`config.mk`:
```
export PLATFORM = sky130hd
export DESIGN_NAME = q_update_engine
export DESIGN_NICKNAME = d
export VERILOG_FILES = /design/src/rtl/q_update_engine.sv
export SDC_FILE = /design/constraint.sdc
export NUM_CORES = 2
export LEC_CHECK = 0
export BUFFER_PORTS_ARGS = -buffer_cell sky130_fd_sc_hd__buf_2
export CORE_UTILIZATION = 60
export CTS_CLUSTER_DIAMETER = 50
export DETAILED_ROUTE_END_ITERATION = 16
export PLACE_DENSITY = 0.76
export SETUP_SLACK_MARGIN = 0.05
export SLEW_MARGIN = 40
export SYNTH_ARGS = -nofsm -noshare
export SYNTH_HDL_FRONTEND = slang
export SYNTH_SLANG_ARGS = --single-unit
```
`constraint.sdc`:
```
create_clock -name clk -period 19.1 [get_ports clk]
set_input_delay 3.82 -clock clk [delete_from_list [all_inputs] [get_ports clk]]
set_output_delay 3.82 -clock clk [all_outputs]
set_load 0.005 [all_outputs]
```
`src/rtl/q_update_engine.sv`:
```
// Q-learning update engine: scans Q(s',*) for max/argmax, then performs the
// Bellman read-modify-write of Q(s,a) with saturation to Q_WIDTH.
module q_update_engine #(
  parameter int STATE_BITS  = 4,
  parameter int ACTION_BITS = 2,
  parameter int Q_WIDTH     = 16,
  parameter int FRAC_BITS   = 8
) (
  input  logic                   clk,
  input  logic                   rst,
  input  logic                   upd_valid,
  output logic                   upd_ready,
  input  logic [STATE_BITS-1:0]  upd_state,
  input  logic [ACTION_BITS-1:0] upd_action,
  input  logic [STATE_BITS-1:0]  upd_next_state,
  input  logic [Q_WIDTH-1:0]     upd_reward,
  input  logic                   upd_terminal,
  input  logic [FRAC_BITS:0]     upd_alpha,
  input  logic [FRAC_BITS:0]     upd_gamma,
  output logic                   res_valid,
  input  logic                   res_ready,
  output logic [Q_WIDTH-1:0]     res_q,
  output logic [Q_WIDTH-1:0]     res_max_q,
  output logic [ACTION_BITS-1:0] res_best_action,
  output logic                   res_sat,
  output logic                   init_done
);
  localparam int IW = STATE_BITS + ACTION_BITS;
  localparam int W  = Q_WIDTH;
  localparam int PW = Q_WIDTH + FRAC_BITS + 4;
  localparam logic signed [PW-1:0] QMAX = {{(PW-W+1){1'b0}}, {(W-1){1'b1}}};
  localparam logic signed [PW-1:0] QMIN = {{(PW-W+1){1'b1}}, {(W-1){1'b0}}};

  typedef enum logic [2:0] {S_INIT, S_IDLE, S_SCAN, S_UPDATE, S_RESP} state_t;

  state_t                  state_q, state_d;
  logic [IW-1:0]           cnt_q, cnt_d;
  logic [ACTION_BITS-1:0]  scan_q, scan_d;
  logic [STATE_BITS-1:0]   s_q, s_d, ns_q, ns_d;
  logic [ACTION_BITS-1:0]  a_q, a_d;
  logic [W-1:0]            r_q, r_d;
  logic                    term_q, term_d;
  logic [FRAC_BITS:0]      alpha_q, alpha_d, gamma_q, gamma_d;
  logic signed [W-1:0]     maxv_q, maxv_d;
  logic [ACTION_BITS-1:0]  best_q, best_d;
  logic                    res_valid_q, res_valid_d;
  logic [W-1:0]            res_qv_q, res_qv_d, res_maxv_q, res_maxv_d;
  logic [ACTION_BITS-1:0]  res_best_q, res_best_d;
  logic                    res_sat_q, res_sat_d;
  logic                    upd_ready_q, upd_ready_d;
  logic                    init_done_q, init_done_d;

  // Single-port table: one read address (scan or update), one write per cycle.
  logic [W-1:0]        mem_q [1<<IW];
  logic [IW-1:0]       rd_addr, wr_addr;
  logic signed [W-1:0] rd_data;
  logic [W-1:0]        wr_data;
  logic                wr_en;

  logic signed [PW-1:0] qold_x, maxq_x, r_x, alpha_x, gamma_x;
  logic signed [PW-1:0] gprod, g, td, dprod, d, qsum;
  logic [W-1:0]         qnew;
  logic                 qsat;

  always_comb begin
    rd_addr = (state_q == S_SCAN) ? {ns_q, scan_q} : {s_q, a_q};
    rd_data = mem_q[rd_addr];
  end

  always_comb begin
    qold_x  = {{(PW-W){rd_data[W-1]}}, rd_data};
    maxq_x  = {{(PW-W){maxv_q[W-1]}}, maxv_q};
    r_x     = {{(PW-W){r_q[W-1]}}, r_q};
    alpha_x = {{(PW-FRAC_BITS-1){1'b0}}, alpha_q};
    gamma_x = {{(PW-FRAC_BITS-1){1'b0}}, gamma_q};
    gprod   = gamma_x * maxq_x;
    g       = gprod >>> FRAC_BITS;
    td      = r_x + g - qold_x;
    dprod   = alpha_x * td;
    d       = dprod >>> FRAC_BITS;
    qsum    = qold_x + d;
    qsat    = 1'b0;
    qnew    = qsum[W-1:0];
    if (qsum > QMAX) begin
      qnew = QMAX[W-1:0];
      qsat = 1'b1;
    end else if (qsum < QMIN) begin
      qnew = QMIN[W-1:0];
      qsat = 1'b1;
    end
  end

  always_comb begin
    wr_en   = (state_q == S_INIT) || (state_q == S_UPDATE);
    wr_addr = (state_q == S_INIT) ? cnt_q : {s_q, a_q};
    wr_data = (state_q == S_INIT) ? '0 : qnew;
  end

  always_ff @(posedge clk) begin
    if (wr_en) mem_q[wr_addr] <= wr_data;
  end

  always_comb begin
    state_d     = state_q;
    cnt_d       = cnt_q;
    scan_d      = scan_q;
    s_d         = s_q;
    a_d         = a_q;
    ns_d        = ns_q;
    r_d         = r_q;
    term_d      = term_q;
    alpha_d     = alpha_q;
    gamma_d     = gamma_q;
    maxv_d      = maxv_q;
    best_d      = best_q;
    res_valid_d = res_valid_q;
    res_qv_d    = res_qv_q;
    res_maxv_d  = res_maxv_q;
    res_best_d  = res_best_q;
    res_sat_d   = res_sat_q;
    upd_ready_d = upd_ready_q;
    init_done_d = init_done_q;
    case (state_q)
      S_INIT: begin
        cnt_d = cnt_q + IW'(1);
        if (cnt_q == '1) begin
          state_d     = S_IDLE;
          init_done_d = 1'b1;
          upd_ready_d = 1'b1;
        end
      end
      S_IDLE: begin
        if (upd_valid) begin
          s_d         = upd_state;
          a_d         = upd_action;
          ns_d        = upd_next_state;
          r_d         = upd_reward;
          term_d      = upd_terminal;
          alpha_d     = upd_alpha;
          gamma_d     = upd_gamma;
          scan_d      = '0;
          maxv_d      = '0;
          best_d      = '0;
          upd_ready_d = 1'b0;
          state_d     = S_SCAN;
        end
      end
      S_SCAN: begin
        // Strict > keeps the lowest index on ties; terminal pins max/argmax at 0.
        if (!term_q && (scan_q == '0 || rd_data > maxv_q)) begin
          maxv_d = rd_data;
          best_d = scan_q;
        end
        scan_d = scan_q + ACTION_BITS'(1);
        if (scan_q == '1) state_d = S_UPDATE;
      end
      S_UPDATE: begin
        res_qv_d    = qnew;
        res_maxv_d  = maxv_q;
        res_best_d  = best_q;
        res_sat_d   = qsat;
        res_valid_d = 1'b1;
        state_d     = S_RESP;
      end
      S_RESP: begin
        if (res_ready) begin
          res_valid_d = 1'b0;
          upd_ready_d = 1'b1;
          state_d     = S_IDLE;
        end
      end
      default: state_d = S_INIT;
    endcase
  end

  always_ff @(posedge clk or posedge rst) begin
    if (rst) begin
      state_q     <= S_INIT;
      cnt_q       <= '0;
      scan_q      <= '0;
      s_q         <= '0;
      a_q         <= '0;
      ns_q        <= '0;
      r_q         <= '0;
      term_q      <= 1'b0;
      alpha_q     <= '0;
      gamma_q     <= '0;
      maxv_q      <= '0;
      best_q      <= '0;
      res_valid_q <= 1'b0;
      res_qv_q    <= '0;
      res_maxv_q  <= '0;
      res_best_q  <= '0;
      res_sat_q   <= 1'b0;
      upd_ready_q <= 1'b0;
      init_done_q <= 1'b0;
    end else begin
      state_q     <= state_d;
      cnt_q       <= cnt_d;
      scan_q      <= scan_d;
      s_q         <= s_d;
      a_q         <= a_d;
      ns_q        <= ns_d;
      r_q         <= r_d;
      term_q      <= term_d;
      alpha_q     <= alpha_d;
      gamma_q     <= gamma_d;
      maxv_q      <= maxv_d;
      best_q      <= best_d;
      res_valid_q <= res_valid_d;
      res_qv_q    <= res_qv_d;
      res_maxv_q  <= res_maxv_d;
      res_best_q  <= res_best_d;
      res_sat_q   <= res_sat_d;
      upd_ready_q <= upd_ready_d;
      init_done_q <= init_done_d;
    end
  end

  assign upd_ready       = upd_ready_q;
  assign res_valid       = res_valid_q;
  assign res_q           = res_qv_q;
  assign res_max_q       = res_maxv_q;
  assign res_best_action = res_best_q;
  assign res_sat         = res_sat_q;
  assign init_done       = init_done_q;
endmodule

```
## Word level (Yosys, flattened, before mapping)

Memory sizes are Yosys's and may differ from the RTL's.
Index checks and enable logic that the tools add are counted.

| storage, ports and cells | value |
|---|---|
| bits in writable memories | 1024 |
| register bits | 112 |
| memories | 1 |
| bits of input ports | 49 |
| output and inout port bits | 38 |

| cells by class | value |
|---|---|
| magnitude comparators | 3 |
| equality and inequality tests | 11 |
| $mul | 2 |
| add/subtract/negate cells | 5 |
| muxes and demuxes | 27 |
| reduce and logical (&&, ||, !) cells | 16 |

Memories:

| memory | depth | bits a word | rd ports | clocked after memory_dff | write ports | line | source |
|---|---|---|---|---|---|---|---|
| mem_q | 64 | 16 | 1 | 0 | 1 | 54 | `logic [W-1:0] mem_q [1<<IW];` |

Operators with widths:

| cell | number |
|---|---|
| $mux W16 | 5 |
| $pmux W16 S2 | 1 |
| $mul A10 B20 Y28 | 1 |
| $mul A10 B16 Y26 | 1 |
| $add A16 B20 Y21 | 1 |
| $gt A21 B16 Y1 const B | 1 |
| $lt A21 B16 Y1 const B | 1 |
| $sub A19 B16 Y20 | 1 |
| $add A16 B18 Y19 | 1 |
| $gt A16 B16 Y1 | 1 |
| $pmux W3 S5 | 1 |
| $mux W3 | 4 |
| $mux W6 | 2 |
| $mux W1 | 8 |
| $pmux W2 S2 | 2 |
| $reduce_and A2 Y1 | 4 |
| $reduce_and A4 Y1 | 2 |
| $add A6 B1 Y6 const B | 1 |
| $eq A3 B2 Y1 const B | 2 |
| $eq A6 B6 Y1 const B | 1 |
| $ne A2 B1 Y1 const B | 3 |
| $mux W2 | 2 |
| $ne A2 B2 Y1 const B | 2 |
| $reduce_bool A2 Y1 | 2 |
| 13 further kinds | 14 |

## Logic depth before layout (Yosys ltp)

An unclocked memory read counts as a cell.

| depth | value |
|---|---|
| depth in word-level cells | 10 |
| mapped depth | 63 |
| mapped depth without buffers | 60 |

## Worst setup path after synthesis

No wires, ideal clock.

| timing path | value |
|---|---|
| path type | reg2reg |
| start point | register gamma_q[1] |
| end point | memory mem_q[0][10] in the netlist's numbering (data pin) |
| clock period less this slack | 16.869 ns |
| data arrival time | 16.167 ns |
| required time | 18.398 ns |
| setup slack | 2.231 ns |
| path buffers | 3 |
| library setup time | 0.702 ns |
| cell stages (with the launch flop) | 59 |
| cell sequence | dfrtp_1 clkbuf_1 clkbuf_1 nand2_1 fa_1 inv_1 fa_1 inv_1 fa_1 inv_1 fa_1 fa_1 ha_1 o21ai_0 a21oi_1 o21ai_0 nand2b_1 and2_1 [... 23 more ...] o21ai_0 a21boi_0 o21a_1 or2_2 a21oi_1 xnor2_1 ha_1 a21o_1 a311o_1 o311ai_2 o211ai_1 a211o_1 a21oi_1 o211ai_1 o21ai_1 nand2_1 clkbuf_1 o21ai_0 |

| on the way | value |
|---|---|
| cells in the longest elaborated chain, start to end | 9 |
| elaborated cells between the ends (all ways) | 10 |
| classes of those cells | add/sub (3); mul (2); order compare (2); mux (3) |

RTL lines:

| element | line | source |
|---|---|---|
| start, declared | 43 | `logic [FRAC_BITS:0] alpha_q, alpha_d, gamma_q, gamma_d;` |
| start signal, assigned | 207 | `gamma_q <= gamma_d;` |
| $mul A10 B16 Y26 (*) | 76 | `gprod = gamma_x * maxq_x;` |
| $add A16 B18 Y19 (*) | 78 | `td = r_x + g - qold_x;` |
| $sub A19 B16 Y20 (*) | 78 |  |
| $mul A10 B20 Y28 (*) | 79 | `dprod = alpha_x * td;` |
| $add A16 B20 Y21 (*) | 81 | `qsum = qold_x + d;` |
| $lt A21 B16 Y1 | 87 | `end else if (qsum < QMIN) begin` |
| $mux W16 | 87 |  |
| $mux W16 (*) | 84 | `if (qsum > QMAX) begin` |
| $mux W16 (*) | 96 | `wr_data = (state_q == S_INIT) ? '0 : qnew;` |
| via wr_data[10] | 57 | `logic [W-1:0] wr_data;` |
| end, declared | 54 |  |

The timed path passes the listed nets; every way through them passes the cells marked *.

## Worst setup path after layout

| timing path | value |
|---|---|
| start point | register gamma_q[1] |
| end point | memory mem_q[15][6] in the netlist's numbering (data pin) |

Same word-level chain as after synthesis.

==> run metrics <==
grt total ovfl 0; max frequency 61.69 MHz; first drt pass iteration count 7; flop-to-flop setup slack 2.89 ns; yosys warns 0; Reg area 0.03356 mm²; Max Root-Sink Buffers 3; Hold Fails Final Rpt 0; Max FO, Critical Path 32; Mapped Area 0.05764 mm²; Crit path arrival time 16.60 ns; fin crit share 0.8487; top cell type's share of synthesized area 0.5335; CTS Buf Count 115; setup_tns 0 ns; largest area contributor in the netlist edfxtp_1; cell count after synthesis 3,916; Post-CTS Setup Bufs 0; Synth async-reset ratio 0.09859; Fillers 6,376; Rows 113; clock slew at reported path FFs 0.06 ns; syn_area_per_cell 14.72 µm²; Seq/Total Area, Yosys 0.5821; H-tree depth 3; worst slew pin tran 1.054 ns; Die Height 312.0 µm; starting density of the core 0.6067; Die Wd 312.0 µm; WL/cell 26.84 µm; Slew Limit Fails 0; vias per cell 6.300; via count 34,150; Finished Core Util 0.6746; ant diodes 0; status completed; Total Wirelength 145.5 mm; area delta synth->final 11.20%; RSZ-0062 raised after global routing false; setup violators final 0; Tot GR Track Use 0.3067; Critical Path RT 19.49 ns; antenna viol nets, final 0; area of the multi-input gates 0.02234 mm²; R2R Path Start gamma_q[1]; synth top area cells edfxtp_1, mux4_2, fa_1; pin count of the biggest net entering global routing 129; worst setup path class reg2reg; Rel. slew slack 0.2930; Reg2Reg Depth 60; Die ar. 0.09731 mm²; CTS sink cnt 1,136; CP endpoint kind flop; fraction of layout cells with a size suffix above 1 0.1704; gp weighted congestion 0.9701; CTS tree yes; worst min-delay path category reg2reg; DRC 0; count of input and output buffers 86; slowest cell delay on critical path 0.68 ns; first-pass GRT wire length 219.9 mm; max_cap viols 0; Synth cell types 67; cell mode on critical path inv_1; initial antenna violation count 2; core area 0.09501 mm²; post-DP HPWL 90.88 mm; cts hold-fix bufs 0; Worst-Skew Late Latency 0.74 ns; Critical Path Start Type flop; Root Driver clkbuf_16; Post-synth top flop edfxtp_1; post-synth net total 4,420; fin crit period 16.21 ns; Nets 4,563; CP max stage cell dfrtp_1; hold-critical path depth 2; hold wc startpoint res_max_q[9]; number of gates resized after CTS 0; number of synthesized flops with an enable pin 1,024; origin of the worst setup path gamma_q[1]; IO Count 87; initial DRC count 3,957; Seq cells post-synth 1,136; vias in the first global route 35,177; Clock Skews 0.07200 ns
==> final cells by class <==
type,instances,area share
well taps,1265,0.02469
inverters,342,0.02007
repair buffers,209,0.02337
flip-flops and latches,1136,0.5235
clock buffers,134,0.04650
clock inverters,80,0.01333
multi-input cells,2255,0.3485
==> placed cells by master, fill, tap and decap left out, types with 109 or more instances in the layout <==
cell type and instances:
clkbuf_16 116, and2_1 245, nor2_1 134, edfxtp_1 1024, mux4_2 256, inv_1 340, dfrtp_1 109, nand2_1 511
fa_1 282, ha_1 173
==> cells in the mapped netlist (5+ instances only) <==
cell type,instances
o211ai_1,10
buf_4,21
o21ai_0,78
mux2i_1,7
nor2b_1,10
a21o_1,13
nand2b_1,28
ha_1,173
nand4_1,14
nor3_1,20
o21ai_1,5
a311oi_1,33
buf_1,6
o31ai_1,20
dfrtp_1,112
nand3_1,13
xnor2_1,59
or3_1,11
inv_1,341
nand3b_1,5
edfxtp_1,1024
nor4_1,5
a211oi_1,82
clkbuf_1,118
o21a_1,22
nand2_1,513
buf_2,29
a31oi_1,37
a21oi_1,99
fa_1,282
nor2_1,144
and2_1,247
buf_6,8
mux4_2,256
xor2_1,16
==> worst paths after layout <==
path | endpoint
worst max-delay path | mem_q[15][6]
worst min-delay path | res_max_q[9]
worst max register to register | mem_q[15][6]
worst min register to register | res_max_q[9]
max in group asynchronous | alpha_q[3]
min in group asynchronous | res_max_q[4]
==> kinds of logic after synthesis <==
family | after synthesis | synth area share
compound gates | 433 | 0.04940
buf+inv | 525 | 0.03725
mux | 265 | 0.1017
simple gates | 1027 | 0.08270
fa+ha+maj | 455 | 0.1355
xor+xnor | 75 | 0.01140
flops | 1136 | 0.5821
==> state kept, by name, summed over array words and instances, names as in the netlist <==
register / cells
mem_q: 1024
maxv_q: 16
r_q: 16
res_max_q: 16
res_q: 16
alpha_q: 9
gamma_q: 9
cnt_q: 6
ns_q: 4
s_q: 4
state_q: 3
a_q: 2
best_q: 2
res_best_action: 2
scan_q: 2
init_done: 1
res_sat: 1
res_valid: 1
term_q: 1
upd_ready: 1
==> per-layer routing <==
layer | share of wire | track usage
met1 | 0.37 | 0.4115
met2 | 0.48 | 0.4910
met3 | 0.10 | 0.05826
met4 | 0.053 | 0.1443
met5 | 0.000069 | 0.001934
==> through the flow <==
stage	instance area, µm²	setup WS (ns)	std cells	hold WS, ns
after floorplan	57640	2.231	3916	0.4386
after global placement	60020	3.061	5200	0.4542
after detailed placement	60170	2.783	5204	0.4655
after CTS	64000	2.744	5418	0.4852
after global routing	64100	1.853	5421	0.5002
final	64100	2.891	5421	0.4790
==> worst max-delay path, delay by kind of cell, from the launching register on <==
family          cells  cell delay, ns
compound gates     21            4.73
xor+xnor            2            0.79
fa+ha+maj          15            5.86
buf+inv            12            1.35
simple gates       10            2.47
flops               1            0.68
Power is not shown: default switching activity piles up to over one toggle a cycle in this logic, so the estimate is an artifact.
